==> config.mk <==
export PLATFORM = sky130hd
export DESIGN_NAME = keypad_scanner_flat
export DESIGN_NICKNAME = d
export VERILOG_FILES = /design/src/rtl/keypad_scanner_if.sv /design/src/rtl/keypad_scanner.sv /design/src/flat_wrapper.sv
export SDC_FILE = /design/constraint.sdc
export NUM_CORES = 1
export LEC_CHECK = 0
export ABC_AREA = 1
export ABC_CLOCK_PERIOD_IN_PS = 6320
export BUFFER_PORTS_ARGS = -buffer_cell sky130_fd_sc_hd__buf_2
export CAP_MARGIN = 30
export CELL_PAD_IN_SITES_DETAIL_PLACEMENT = 1
export CELL_PAD_IN_SITES_GLOBAL_PLACEMENT = 2
export CORE_MARGIN = 3
export CORE_UTILIZATION = 32
export DETAILED_ROUTE_END_ITERATION = 7
export GPL_TIMING_DRIVEN = 0
export PLACE_DENSITY_LB_ADDON = 0.05
export SYNTH_ARGS = -nofsm -noshare
export SYNTH_HDL_FRONTEND = slang
export SYNTH_SLANG_ARGS = --single-unit
==> constraint.sdc <==
create_clock -name clk -period 6.32 [get_ports clk]
set_clock_uncertainty 0.1 [all_clocks]
set_input_delay 0.632 -clock clk [delete_from_list [all_inputs] [get_ports clk]]
set_output_delay 0.632 -clock clk [all_outputs]
set_load 0.01 [all_outputs]
==> src/rtl/keypad_scanner_if.sv <==
// Pin-side bundle of the 4x3 keypad scanner: matrix drive/sense plus the committed-key outputs.
// master = scanner side, slave = keypad/consumer side.
interface keypad_scanner_if;
  logic [3:0] row_n;
  logic [2:0] col_n;
  logic [9:0] keys;
  logic       key_strobe;
  logic       start_n;
  logic       clear_n;

  modport master (input row_n, output col_n, keys, key_strobe, start_n, clear_n);
  modport slave  (output row_n, input col_n, keys, key_strobe, start_n, clear_n);
endinterface

==> src/rtl/keypad_scanner.sv <==
// 4x3 matrix keypad scanner: column drive, row sync, per-scan multi-press rejection, debounce, one-hot digit out.
// Optional macro KEYPAD_FUNC_KEYS_EN maps '#' to start_n and '*' to clear_n.
module keypad_scanner #(
  parameter int SCAN_DIV       = 4,
  parameter int DEBOUNCE_SCANS = 3
) (
  input logic         clk,
  input logic         rst_n,
  keypad_scanner_if.master kp
);
  localparam int SLOT_W = (SCAN_DIV > 1) ? $clog2(SCAN_DIV) : 1;
  localparam int CNT_W  = $clog2(DEBOUNCE_SCANS + 1);
  localparam logic [SLOT_W-1:0] SLOT_LAST = SLOT_W'(SCAN_DIV - 1);
  localparam logic [CNT_W-1:0]  CNT_MAX   = CNT_W'(DEBOUNCE_SCANS);
  localparam logic [3:0] K_STAR = 4'd10;
  localparam logic [3:0] K_HASH = 4'd11;
  localparam logic [3:0] K_NONE = 4'd15;

  typedef enum logic [1:0] {COL0, COL1, COL2} col_e;

  // Snapshot bit index is col*4+row.
  function automatic logic [3:0] key_at(input int idx);
    case (idx)
      0: key_at = 4'd1;  1: key_at = 4'd4;  2: key_at = 4'd7;  3: key_at = K_STAR;
      4: key_at = 4'd2;  5: key_at = 4'd5;  6: key_at = 4'd8;  7: key_at = 4'd0;
      8: key_at = 4'd3;  9: key_at = 4'd6;  10: key_at = 4'd9; 11: key_at = K_HASH;
      default: key_at = K_NONE;
    endcase
  endfunction

  function automatic logic [3:0] decode(input logic [11:0] snap);
    logic [3:0] k;
    int         n;
    k = K_NONE;
    n = 0;
    for (int i = 0; i < 12; i++) begin
      if (snap[i]) begin
        n++;
        k = key_at(i);
      end
    end
    return (n == 1) ? k : K_NONE;
  endfunction

  function automatic logic [9:0] onehot(input logic [3:0] k);
    return (k <= 4'd9) ? (10'd1 << k) : 10'd0;
  endfunction

  logic [3:0]        row_s1_q, row_s2_q;
  logic [SLOT_W-1:0] slot_q, slot_d;
  col_e              col_q, col_d;
  logic [11:0]       snap_q, snap_d;
  logic              eval_q, eval_d;
  logic [3:0]        prev_q, prev_d, comm_q, comm_d, cand;
  logic [CNT_W-1:0]  cnt_q, cnt_d;
  logic [9:0]        keys_q;
  logic              strobe_q;

  always_ff @(posedge clk or negedge rst_n) begin
    if (!rst_n) begin
      row_s1_q <= 4'hF;
      row_s2_q <= 4'hF;
      slot_q   <= '0;
      col_q    <= COL0;
      eval_q   <= 1'b0;
      prev_q   <= K_NONE;
      comm_q   <= K_NONE;
      cnt_q    <= '0;
      keys_q   <= '0;
      strobe_q <= 1'b0;
    end else begin
      row_s1_q <= kp.row_n;
      row_s2_q <= row_s1_q;
      slot_q   <= slot_d;
      col_q    <= col_d;
      eval_q   <= eval_d;
      prev_q   <= prev_d;
      comm_q   <= comm_d;
      cnt_q    <= cnt_d;
      keys_q   <= onehot(comm_d);
      strobe_q <= (comm_d != comm_q) && (comm_d <= 4'd9);
    end
  end

  // Snapshot is fully rewritten before each evaluation, so it needs no reset.
  always_ff @(posedge clk) begin
    snap_q <= snap_d;
  end

  always_comb begin
    slot_d = slot_q;
    col_d  = col_q;
    snap_d = snap_q;
    eval_d = 1'b0;
    prev_d = prev_q;
    cnt_d  = cnt_q;
    comm_d = comm_q;
    cand   = decode(snap_q);
    if (slot_q == SLOT_LAST) begin
      slot_d = '0;
      unique case (col_q)
        COL0: begin snap_d[3:0]  = ~row_s2_q; col_d = COL1; end
        COL1: begin snap_d[7:4]  = ~row_s2_q; col_d = COL2; end
        COL2: begin snap_d[11:8] = ~row_s2_q; col_d = COL0; eval_d = 1'b1; end
        default: col_d = COL0;
      endcase
    end else begin
      slot_d = slot_q + 1'b1;
    end
    if (eval_q) begin
      if (cand == prev_q) begin
        if (cnt_q != CNT_MAX) cnt_d = cnt_q + 1'b1;
      end else begin
        prev_d = cand;
        cnt_d  = CNT_W'(1);
      end
      if ((cnt_d == CNT_MAX) && (cand != comm_q)) comm_d = cand;
    end
  end

  always_comb begin
    unique case (col_q)
      COL0:    kp.col_n = 3'b110;
      COL1:    kp.col_n = 3'b101;
      COL2:    kp.col_n = 3'b011;
      default: kp.col_n = 3'b110;
    endcase
  end

  assign kp.keys       = keys_q;
  assign kp.key_strobe = strobe_q;

`ifdef KEYPAD_FUNC_KEYS_EN
  logic start_q, clear_q;

  always_ff @(posedge clk or negedge rst_n) begin
    if (!rst_n) begin
      start_q <= 1'b1;
      clear_q <= 1'b1;
    end else begin
      start_q <= (comm_d != K_HASH);
      clear_q <= (comm_d != K_STAR);
    end
  end

  assign kp.start_n = start_q;
  assign kp.clear_n = clear_q;
`else
  assign kp.start_n = 1'b1;
  assign kp.clear_n = 1'b1;
`endif
endmodule

==> src/flat_wrapper.sv <==
// flat-port wrapper written by rule: the top's interface ports become plain ports
module keypad_scanner_flat 
#(
  parameter int SCAN_DIV       = 4,
  parameter int DEBOUNCE_SCANS = 3
)
  (clk, rst_n, kp_row_n, kp_col_n, kp_keys, kp_key_strobe, kp_start_n, kp_clear_n);
  keypad_scanner_if kp_i ();
  input logic clk;
  input logic rst_n;
  input wire logic [$bits(kp_i.row_n)-1:0] kp_row_n;
  output wire logic [$bits(kp_i.col_n)-1:0] kp_col_n;
  output wire logic [$bits(kp_i.keys)-1:0] kp_keys;
  output wire logic [$bits(kp_i.key_strobe)-1:0] kp_key_strobe;
  output wire logic [$bits(kp_i.start_n)-1:0] kp_start_n;
  output wire logic [$bits(kp_i.clear_n)-1:0] kp_clear_n;
  assign kp_i.row_n = kp_row_n;
  assign kp_col_n = kp_i.col_n;
  assign kp_keys = kp_i.keys;
  assign kp_key_strobe = kp_i.key_strobe;
  assign kp_start_n = kp_i.start_n;
  assign kp_clear_n = kp_i.clear_n;
  keypad_scanner #(.SCAN_DIV(SCAN_DIV), .DEBOUNCE_SCANS(DEBOUNCE_SCANS)) u_core (.clk(clk), .rst_n(rst_n), .kp(kp_i));
endmodule
======== Word level (Yosys, flattened, before mapping) ========
Index checks and enable logic that the tools add are counted.
storage, ports and cells
  output and inout port bits .............. 16
  register bits after elaboration ......... 46
  word-level logic and storage cells ...... 82
  input port bits ......................... 6
operators by class
  bitwise operators ....................... 2
  equality and inequality tests ........... 9
  reductions and logical operators ........ 7
  shift operators ......................... 1
  order comparisons ....................... 1
  $add $sub $neg .......................... 13
  multiplexer cells ....................... 36
operators by type and width
  operator                                              count
  2-to-1 mux 32 bit                                     11
  adder 32 x 2 -> 32 bit, second input constant         10
  2-to-1 mux 4 bit                                      15
  equality test 32 x 2 -> 1 bit, second input constant  1
  2-to-1 mux 10 bit                                     1
  left shift 1 x 4 -> 10 bit, first input constant      1
  2-to-1 mux 2 bit                                      4
  inequality test 4 bit                                 2
  AND reduction 2 bit                                   4
  equality test 2 bit, second input constant            3
  case mux 3 bit (2 select lines)                       1
  adder 2 x 1 -> 2 bit, second input constant           2
  equality test 4 bit                                   1
  <= comparator 4 bit, second input constant            1
  inverter 4 bit                                        1
  case mux 2 bit (2 select lines)                       1
  2-to-1 mux 1 bit                                      3
  adder 1 x 1 -> 2 bit, second input constant           1
  equality test 2 x 1 -> 1 bit, second input constant   1
  logical AND 1 bit                                     2
  zero test 2 bit                                       1
  inequality test 2 bit, second input constant          1
  inverter 1 bit                                        1

======== Depth between registers and ports, before layout ========
Gate-level depths: netlist of run 1.
  depth in word-level cells ............... 34
  gate-level depth with buffers ........... 52
  depth with buffers taken out ............ 52

======== Least setup slack after synthesis of run 1 ========
Ideal clock, no wire load.
  path type ............................... register -> register
  start ................................... reg u_core.snap_q[1]
  end ..................................... reg u_core.keys_q[5], in the netlist u_core.kp.keys[5]
  buffers on the path ..................... 0
  data required time ...................... 6.103 ns
  clock period less this slack ............ 6.599 ns
  slack ................................... -0.279 ns
  cell stages (with the launch flop) ...... 50
  arrival time ............................ 6.382 ns
  cell sequence ........................... edfxtp_1 > inv_1 > ha_1 > inv_1 > nand2_4 > nand2_2 > inv_1 > ha_1 > nand2_1 > nand2_1 > ha_1 > or2_1 > nand2_1 > inv_1 > ha_1 > nand2_1 > nand2_1 > ha_1 > (+14 left out) > nand2_1 > ha_1 > nand2_1 > nand3b_1 > nand2_1 > nand3_1 > a21oi_2 > nand4_1 > inv_1 > nand2_1 > nand2_1 > nand2_2 > nor2_4 > nand4_1 > nand2_2 > inv_2 > nand2_2 > nor2_1
on the way
  longest elaborated chain between the ends .. 32
  elaborated cells on any way between the ends .. 45
RTL lines
  what                                                                      line                   RTL
  start, declared                                                           keypad_scanner.sv:52   logic [11:0] snap_q, snap_d;
  start signal, assigned                                                    keypad_scanner.sv:87   snap_q <= snap_d;
  2-to-1 mux 32 bit                                                         keypad_scanner.sv:37   if (snap[i]) begin
  adder 32 x 2 -> 32 bit                                                    keypad_scanner.sv:38   n++;
  2-to-1 mux 32 bit                                                         keypad_scanner.sv:37
  adder 32 x 2 -> 32 bit                                                    keypad_scanner.sv:38
  2-to-1 mux 32 bit                                                         keypad_scanner.sv:37
  adder 32 x 2 -> 32 bit                                                    keypad_scanner.sv:38
  2-to-1 mux 32 bit                                                         keypad_scanner.sv:37
  adder 32 x 2 -> 32 bit                                                    keypad_scanner.sv:38
  (+17 left out)                                                            n/a
  2-to-1 mux 2 bit                                                          keypad_scanner.sv:110  if (eval_q) begin
  equality test 2 bit                                                       keypad_scanner.sv:117  if ((cnt_d == CNT_MAX) && (cand != comm_q)) comm_d = cand;
  logical AND 1 bit                                                         keypad_scanner.sv:117
  2-to-1 mux 4 bit *                                                        keypad_scanner.sv:117
  2-to-1 mux 4 bit *                                                        keypad_scanner.sv:110
  via u_core.comm_d[2]                                                      keypad_scanner.sv:54   logic [3:0] prev_q, prev_d, comm_q, comm_d, cand;
  <= comparator 4 bit / left shift 1 x 4 -> 10 bit (equally long branches)  keypad_scanner.sv:46   return (k <= 4'd9) ? (10'd1 << k) : 10'd0;
  2-to-1 mux 10 bit *                                                       keypad_scanner.sv:46
  end signal, assigned                                                      keypad_scanner.sv:80   keys_q <= onehot(comm_d);
  end, declared                                                             keypad_scanner.sv:56   logic [9:0] keys_q;
The timed path passes the listed nets; every way through them passes the cells marked *. The select of a mux whose other input is x is not followed.
A chain may end at the register's enable or synchronous reset.

======== Worst setup path in the final report of run 1 ========
  start ................................... reg u_core.snap_q[0]
  end ..................................... reg u_core.keys_q[2], in the netlist u_core.kp.keys[2]
on the way
  longest elaborated chain between the ends .. 34
  elaborated cells on any way between the ends .. 48
RTL lines
  what                                                                      line
  2-to-1 mux 1 bit                                                          keypad_scanner.sv:37
  adder 1 x 1 -> 2 bit                                                      keypad_scanner.sv:38
  2-to-1 mux 32 bit                                                         keypad_scanner.sv:37
  adder 32 x 2 -> 32 bit                                                    keypad_scanner.sv:38
  2-to-1 mux 32 bit                                                         keypad_scanner.sv:37
  adder 32 x 2 -> 32 bit                                                    keypad_scanner.sv:38
  2-to-1 mux 32 bit                                                         keypad_scanner.sv:37
  adder 32 x 2 -> 32 bit                                                    keypad_scanner.sv:38
  (+19 left out)                                                            n/a
  2-to-1 mux 2 bit                                                          keypad_scanner.sv:110
  equality test 2 bit                                                       keypad_scanner.sv:117
  logical AND 1 bit                                                         keypad_scanner.sv:117
  2-to-1 mux 4 bit *                                                        keypad_scanner.sv:117
  2-to-1 mux 4 bit *                                                        keypad_scanner.sv:110
  via u_core.comm_d[1]                                                      keypad_scanner.sv:54
  <= comparator 4 bit / left shift 1 x 4 -> 10 bit (equally long branches)  keypad_scanner.sv:46
  2-to-1 mux 10 bit *                                                       keypad_scanner.sv:46
Marked as above.

==> results.cfg, run 1 <==
[finish]
most-common-layout-cells = 101 x sky130_fd_sc_hd__nand2_1, 65 x sky130_fd_sc_hd__inv_1, 37 x sky130_fd_sc_hd__buf_4, 36 x sky130_fd_sc_hd__nand2_2, 25 x sky130_fd_sc_hd__nand3_1
drive_above_1_share_pct = 41.7
syn_to_final_growth_pct = 29.6
antennaDiodeCount = 0
mostFrequentLayoutCell = sky130_fd_sc_hd__nand2_1
layout.nets = 532
final_core_util_pct = 43.1

[logic_synthesis]
synth-warning-count = 0
synth-edff-count = 12
postSynthCellCount = 443
ys_types = 32
synth.cell_area_sq_um = 3300
ys.flop_type = sky130_fd_sc_hd__dfrtp_1
postSynthRegisterBits = 46
synth_async_sr_flop_share_pct = 73.9
postSynthAreaPerCell_sq_um = 7.44
synth.yosys.seq_area_share_pct = 37.3

[flow_run]
max-cap-violations = 0

[setup_path]
worstRegToRegCells = 50
worst-r2r-setup-slack_ns = -0.16
arrival_ns = 6.56
timing.critical_path.required_ns = 6.41
crit_path_frequent_cell = sky130_fd_sc_hd__nand2_4
startpoint_type = flip-flop
critPathMaxFanout = 5
crit_path_max_incr_delay_ns = 0.44
path_class = reg2reg
crit-reg2reg-capture = u_core.kp.keys[2]
endpoint_type_of_the_worst_setup_path = flip-flop
critPathSlowestCell = sky130_fd_sc_hd__edfxtp_1
timing.rr.start = u_core.snap_q[0]

[grt]
grt_pass1_vias = 3195
grt_pass1_wl_mm = 14.0
sum_of_overflow_across_all_layers_after_global_routing = 0
grt_max_degree = 35
globalRouteTotalUtil_pct = 14.5
antenna_violations_before_repair = 0

[pwr]
internal_power_uw = 557
leakagePower_uw = 0.00222
netSwitchingFraction_pct = 34.7
seq_power_share_pct = 45.9
power_uw = 853
worst_ir_drop_vdd_uv = 239
powerDensity_nw_per_um2 = 200
power.share.clock_pct = 20.7
total_switching_power_uw = 296
comb_power_share_pct = 33.4

[route]
drt_wl_total_mm = 7.91
drc = 0
ant_nets = 0
drt-pass1-iter-count = 4
detail_route.iter0.violations = 61
routed_via_density = 4.56
routed-via-count = 2923
routed_wire_length_per_instance_um = 12.3

[floorplanning]
dieHeight_um = 108
fp.dieArea_sq_um = 11600
start_util_pct = 33.3
fp.dieW_um = 108
core_area_sq_um = 9910
io-pin-count = 22
rows = 36

[hold_path]
worstHoldPathType = reg2reg
timing.hold.worst_path_depth = 0
worst_hold_startpoint = u_core.row_s1_q[0]
hold_path_end = u_core.row_s2_q[0]

[timing]
final_number_of_hold_violating_endpoints = 0
finalMaxSlewViolations = 0
report.final.setup_viol = 18
post-route-worst-setup-slack_ns = -0.157
finalWorstPathRequiredPeriod_ns = 6.48
min_period_over_period_pct = 102
hold-worst-slack_ns = 0.259
maxSlewHeadroom_pct = 51.4
max_clock_freq_mhz = 154
worstMarginPinSlew_ns = 0.729
grt_setup_unrepaired = true

[clocking]
post_cts_hold_buffer_count = 0
clkSlewWorstSetupHoldPaths_ns = 0.08
ctsLongestPathBuffers = 2
h-tree-depth = 2
clk_latency_ns = 0.29
cts_tree = done
clockRootBuffer = sky130_fd_sc_hd__clkbuf_8
cts-buffers-inserted = 5
cts_num_sinks = 46

[placement]
gp_congestion = 0.701
hpwlAfterDp_mm = 6.02
detailedPlace.worstSlack_ns = -0.901
port_buffers = 19

[outcome]
run_status = finished, violations left
failed_checks = setup timing
[power by group through the flow]
stage	Combinational, uW	Clock, uW	Sequential, uW
detailed placement	227	0	397
finish	285	177	391
floorplan	152	0	403
global route	321	196	397
CTS	254	184	392
global placement	220	0	395
[critical path: cells and delay by family, from the launching register on]
| family | cells | cell delay, ns |
|---|---|---|
| buf+inv | 6 | 0.35 |
| simple gates | 34 | 3.22 |
| flops | 1 | 0.44 |
| fa+ha+maj | 10 | 2.26 |
[routing by layer]
metal	global-route usage, %	up-vias	wire length (um)
met3	2.52	6	229
met4	3.52	0	65
met1	17.7	1390	3520
met2	26.2	23	4100
met5	0	-	0
li1	-	1504	-
[synthesized netlist by cell type, types with 2 or more instances]
library cell / count / area (sq um)
sky130_fd_sc_hd__a21oi_1: 10 / 50.1
sky130_fd_sc_hd__buf_4: 2 / 15.0
sky130_fd_sc_hd__dfrtp_1: 18 / 450
sky130_fd_sc_hd__dfstp_2: 16 / 420
sky130_fd_sc_hd__edfxtp_1: 12 / 360
sky130_fd_sc_hd__ha_1: 19 / 238
sky130_fd_sc_hd__inv_1: 74 / 278
sky130_fd_sc_hd__inv_2: 9 / 33.8
sky130_fd_sc_hd__nand2_1: 123 / 462
sky130_fd_sc_hd__nand2_2: 35 / 219
sky130_fd_sc_hd__nand3_1: 26 / 130
sky130_fd_sc_hd__nand3_2: 18 / 180
sky130_fd_sc_hd__nand3b_1: 5 / 37.5
sky130_fd_sc_hd__nand3b_2: 2 / 22.5
sky130_fd_sc_hd__nand4_1: 7 / 43.8
sky130_fd_sc_hd__nor2_1: 30 / 113
sky130_fd_sc_hd__nor2_2: 7 / 43.8
sky130_fd_sc_hd__nor2_4: 2 / 22.5
sky130_fd_sc_hd__o211ai_1: 2 / 15.0
sky130_fd_sc_hd__o21ai_0: 11 / 55.1
sky130_fd_sc_hd__o22ai_1: 3 / 18.8
sky130_fd_sc_hd__or2_2: 2 / 12.5
[how the worst max path moves through the flow]
stage	start	endpoint	slack (ns)
after floorplan	u_core.snap_q[1]	u_core.kp.keys[4]	-0.06
after global placement	u_core.snap_q[1]	u_core.kp.keys[4]	-0.80
after detailed placement	u_core.snap_q[1]	u_core.kp.keys[7]	-0.90
after CTS	u_core.snap_q[1]	u_core.kp.keys[3]	-0.24
after global routing	u_core.snap_q[0]	u_core.kp.key_strobe	-0.66
final	u_core.snap_q[0]	u_core.kp.keys[2]	-0.16
[what timing repair did]
action,CTS,global route
pin swaps,34,35
gates resized for setup,34,31
endpoints found under the setup margin,21,21
buffers inserted,31,6
[per-stage QoR]
stage                     std cells  setup TNS, ns  instance area [sq um]
final                           641          -1.98                   4270
after global routing            641         -11.29                   4270
after CTS                       635          -2.94                   4110
after detailed placement        596         -16.22                   3630
after global placement          596         -14.17                   3630
after floorplan                 444         -0.504                   3370
[cell type report]
class	instances	area [sq um]
clock buffer	6	76.3
tap	133	166
buffer	2	15.0
timing repair buffer	56	380
sequential	46	1230
clock inverter	2	13.8
fill	1254	5640
multi-input combinational	312	2060
inverter	84	328
[cell families (layout without fill, tap and decap cells)]
group	count (synthesis)	count (layout)	share of synthesized area, %
buffers and inverters	86	150	10.0
DFF	46	46	37.3
AOI/OAI and AO/OA	30	30	5.24
adders and majority gates	19	19	7.21
and+or+nand+nor	261	261	40.1
other	1	2	0.114
[state kept, by name, indices dropped and copies added, names as in the netlist]
signal	cells
u_core.snap_q	12
u_core.comm_q	4
u_core.kp.key_strobe	1
u_core.prev_q	4
u_core.row_s2_q	4
u_core.kp.keys	10
u_core.slot_q	2
u_core.cnt_q	2
u_core.row_s1_q	4
u_core.col_q	2
u_core.eval_q	1
Power figures use the tool's default switching activity.
==> run 2, diff against run 1 <==
--- a/config.mk
+++ b/config.mk
@@ -9,12 +9,11 @@
 export ABC_CLOCK_PERIOD_IN_PS = 6320
 export BUFFER_PORTS_ARGS = -buffer_cell sky130_fd_sc_hd__buf_2
 export CAP_MARGIN = 30
-export CELL_PAD_IN_SITES_DETAIL_PLACEMENT = 1
+export CELL_PAD_IN_SITES_DETAIL_PLACEMENT = 2
 export CELL_PAD_IN_SITES_GLOBAL_PLACEMENT = 2
 export CORE_MARGIN = 3
 export CORE_UTILIZATION = 32
 export DETAILED_ROUTE_END_ITERATION = 7
-export GPL_TIMING_DRIVEN = 0
 export PLACE_DENSITY_LB_ADDON = 0.05
 export SYNTH_ARGS = -nofsm -noshare
 export SYNTH_HDL_FRONTEND = slang
==> run 2 against run 1 <==
Against the previous run:
- the run still ends with setup timing left
- final area increased by 15%
- die area unchanged
- clock power decreased by 3%
- non-clock buffer count increased by 49
- sequential share of layout area decreased by 3.7 points
- hold slack got worse by 0.0011 ns
- core utilization increased by 6.4 points
- worst setup slack got worse by 0.55 ns
- clock-buffer cell count decreased by 1
- critical path type unchanged
==> results.cfg, run 2 (synthesis results as in run 1) <==
[placement]
hpwlAfterDp_mm = 7.39
port_buffers = 19
dpl_cell_area_sq_um = 3910
gp_congestion = 0.738

[hold_path]
worstHoldPathType = reg2reg
worst_hold_startpoint = u_core.row_s1_q[3]
hold_path_end = u_core.row_s2_q[3]
timing.hold.worst_path_depth = 0

[route]
drt-pass1-iter-count = 4
ant_nets = 0
routed_wire_length_per_instance_um = 19.3
drc = 0
routed-via-count = 3421
detail_route.iter0.violations = 80
drt_wl_total_mm = 13.3
met3WireLength_um = 277
highest_layer = met4
routed_via_density = 4.96
wl_met1_mm = 5.49
met2WireLength_mm = 7.12

[setup_path]
arrival_ns = 7.12
endpoint_type_of_the_worst_setup_path = flip-flop
startpoint_type = flip-flop
worst-r2r-setup-slack_ns = -0.71
critPathSlowestCell = sky130_fd_sc_hd__edfxtp_1
timing.critical_path.required_ns = 6.41
crit-reg2reg-capture = u_core.kp.keys[3]
path_class = reg2reg
crit_path_frequent_cell = sky130_fd_sc_hd__nand2_4
worstRegToRegCells = 48
timing.rr.start = u_core.snap_q[0]
crit_path_max_incr_delay_ns = 0.46
critPathMaxFanout = 5

[finish]
filler_cell_count = 1129
drive_above_1_share_pct = 53.9
antennaDiodeCount = 0
finish.instance_area_sq_um = 4910
final_core_util_pct = 49.6
layout.nets = 581
mostFrequentLayoutCell = sky130_fd_sc_hd__nand2_1
syn_to_final_growth_pct = 49.0
max_reg_flops = 12
top_register = u_core.snap_q
most-common-layout-cells = 79 x sky130_fd_sc_hd__nand2_1, 78 x sky130_fd_sc_hd__buf_4, 65 x sky130_fd_sc_hd__inv_1, 45 x sky130_fd_sc_hd__nand2_2, 35 x sky130_fd_sc_hd__nand2_4

[timing]
min_period_over_period_pct = 111
maxSlewHeadroom_pct = 49.9
post-route-worst-setup-slack_ns = -0.712
grt_setup_unrepaired = true
final_number_of_hold_violating_endpoints = 0
finalMaxSlewViolations = 0
report.final.setup_viol = 21
hold-worst-slack_ns = 0.258
worstMarginPinSlew_ns = 0.751
max_clock_freq_mhz = 142
setup_tns_ns = -13.52
finalWorstPathRequiredPeriod_ns = 7.03

[floorplanning]
rows = 36
core_area_sq_um = 9910
fp.dieW_um = 108
io-pin-count = 22
fp.dieArea_sq_um = 11600
start_util_pct = 33.3
dieHeight_um = 108

[grt]
grt_max_degree = 35
globalRouteTotalUtil_pct = 20.3
antenna_violations_before_repair = 0
grt_pass1_vias = 3694
sum_of_overflow_across_all_layers_after_global_routing = 0
grt_pass1_wl_mm = 18.7

[clocking]
h-tree-depth = 2
cts-buffers-inserted = 5
clk_latency_ns = 0.29
cts_num_sinks = 46
clockRootBuffer = sky130_fd_sc_hd__clkbuf_8
ctsLongestPathBuffers = 2
post_cts_hold_buffer_count = 0
cts_tree = done
clkSlewWorstSetupHoldPaths_ns = 0.08

[outcome]
failed_checks = setup timing
run_status = finished, violations left

[pwr]
leakagePower_uw = 0.00253
power_uw = 910
worst_ir_drop_vdd_uv = 254
powerDensity_nw_per_um2 = 185

[flow_run]
max-cap-violations = 0
## run 2: changes by cell type in the layout (fill, tap and decap cells not counted), sizes merged
cell / previous run / this run
buf: 58 / 107
clkbuf: 6 / 5
clkinvlp: 0 / 1
## run 2: metal layers
metal  global-route usage [%]  vias to the layer above
met1                     25.2                     1713
li1                         -                     1614
met4                     3.79                        0
met3                     1.86                       31
met5                        0                        -
met2                     38.3                       63
## run 2: timing repair
item | CTS | global route
pin swaps | 56 | 62
buffers inserted | 40 | 13
resized for setup | 67 | 73
setup endpoints to repair | 21 | 21
## run 2: worst max path at each step
stage                          start                    to  slack (ns)
floorplan           u_core.snap_q[1]     u_core.kp.keys[4]       -0.06
global placement    u_core.snap_q[0]  u_core.kp.key_strobe       -0.42
detailed placement  u_core.snap_q[0]  u_core.kp.key_strobe       -0.77
CTS                 u_core.snap_q[0]     u_core.kp.keys[9]       -0.37
global route        u_core.snap_q[1]     u_core.kp.keys[5]       -1.10
finish              u_core.snap_q[0]     u_core.kp.keys[3]       -0.71
## run 2: where the power goes
group          switching [uW]  internal (uW)  leakage, uW
logic                     205            131      0.00197
clock network            95.5           75.8    0.0000416
registers                31.6            370     0.000512
total                     333            577      0.00253
## run 2: stage by stage
stage	worst slack, ns	instances
5_1_grt	-1.10	690
6_report	-0.712	690
4_1_cts	-0.374	680
3_3_place_gp	-0.418	633
3_5_place_dp	-0.770	633
2_1_floorplan	-0.0645	444
## run 2: final cells by class
cell class                 count  area (sq um)  share of cell area (%)
tap                          133           166                    3.39
multi-input combinational    312          2300                    46.9
clock inverter                 3          16.3                   0.331
clock buffer                   5          68.8                    1.40
timing repair buffer         107           797                    16.2
inverter                      84           327                    6.65
sequential                    46          1230                    25.1
## run 2: worst max-delay path: cells and delay by family, from the launching register on
| family | cells | cell delay, ns |
|---|---|---|
| AO/OA/AOI/OAI | 1 | 0.17 |
| AND/OR/NAND/NOR | 31 | 3.39 |
| adder cells (fa/ha/maj) | 10 | 2.34 |
| flip-flops | 1 | 0.46 |
| buffers and inverters | 6 | 0.44 |
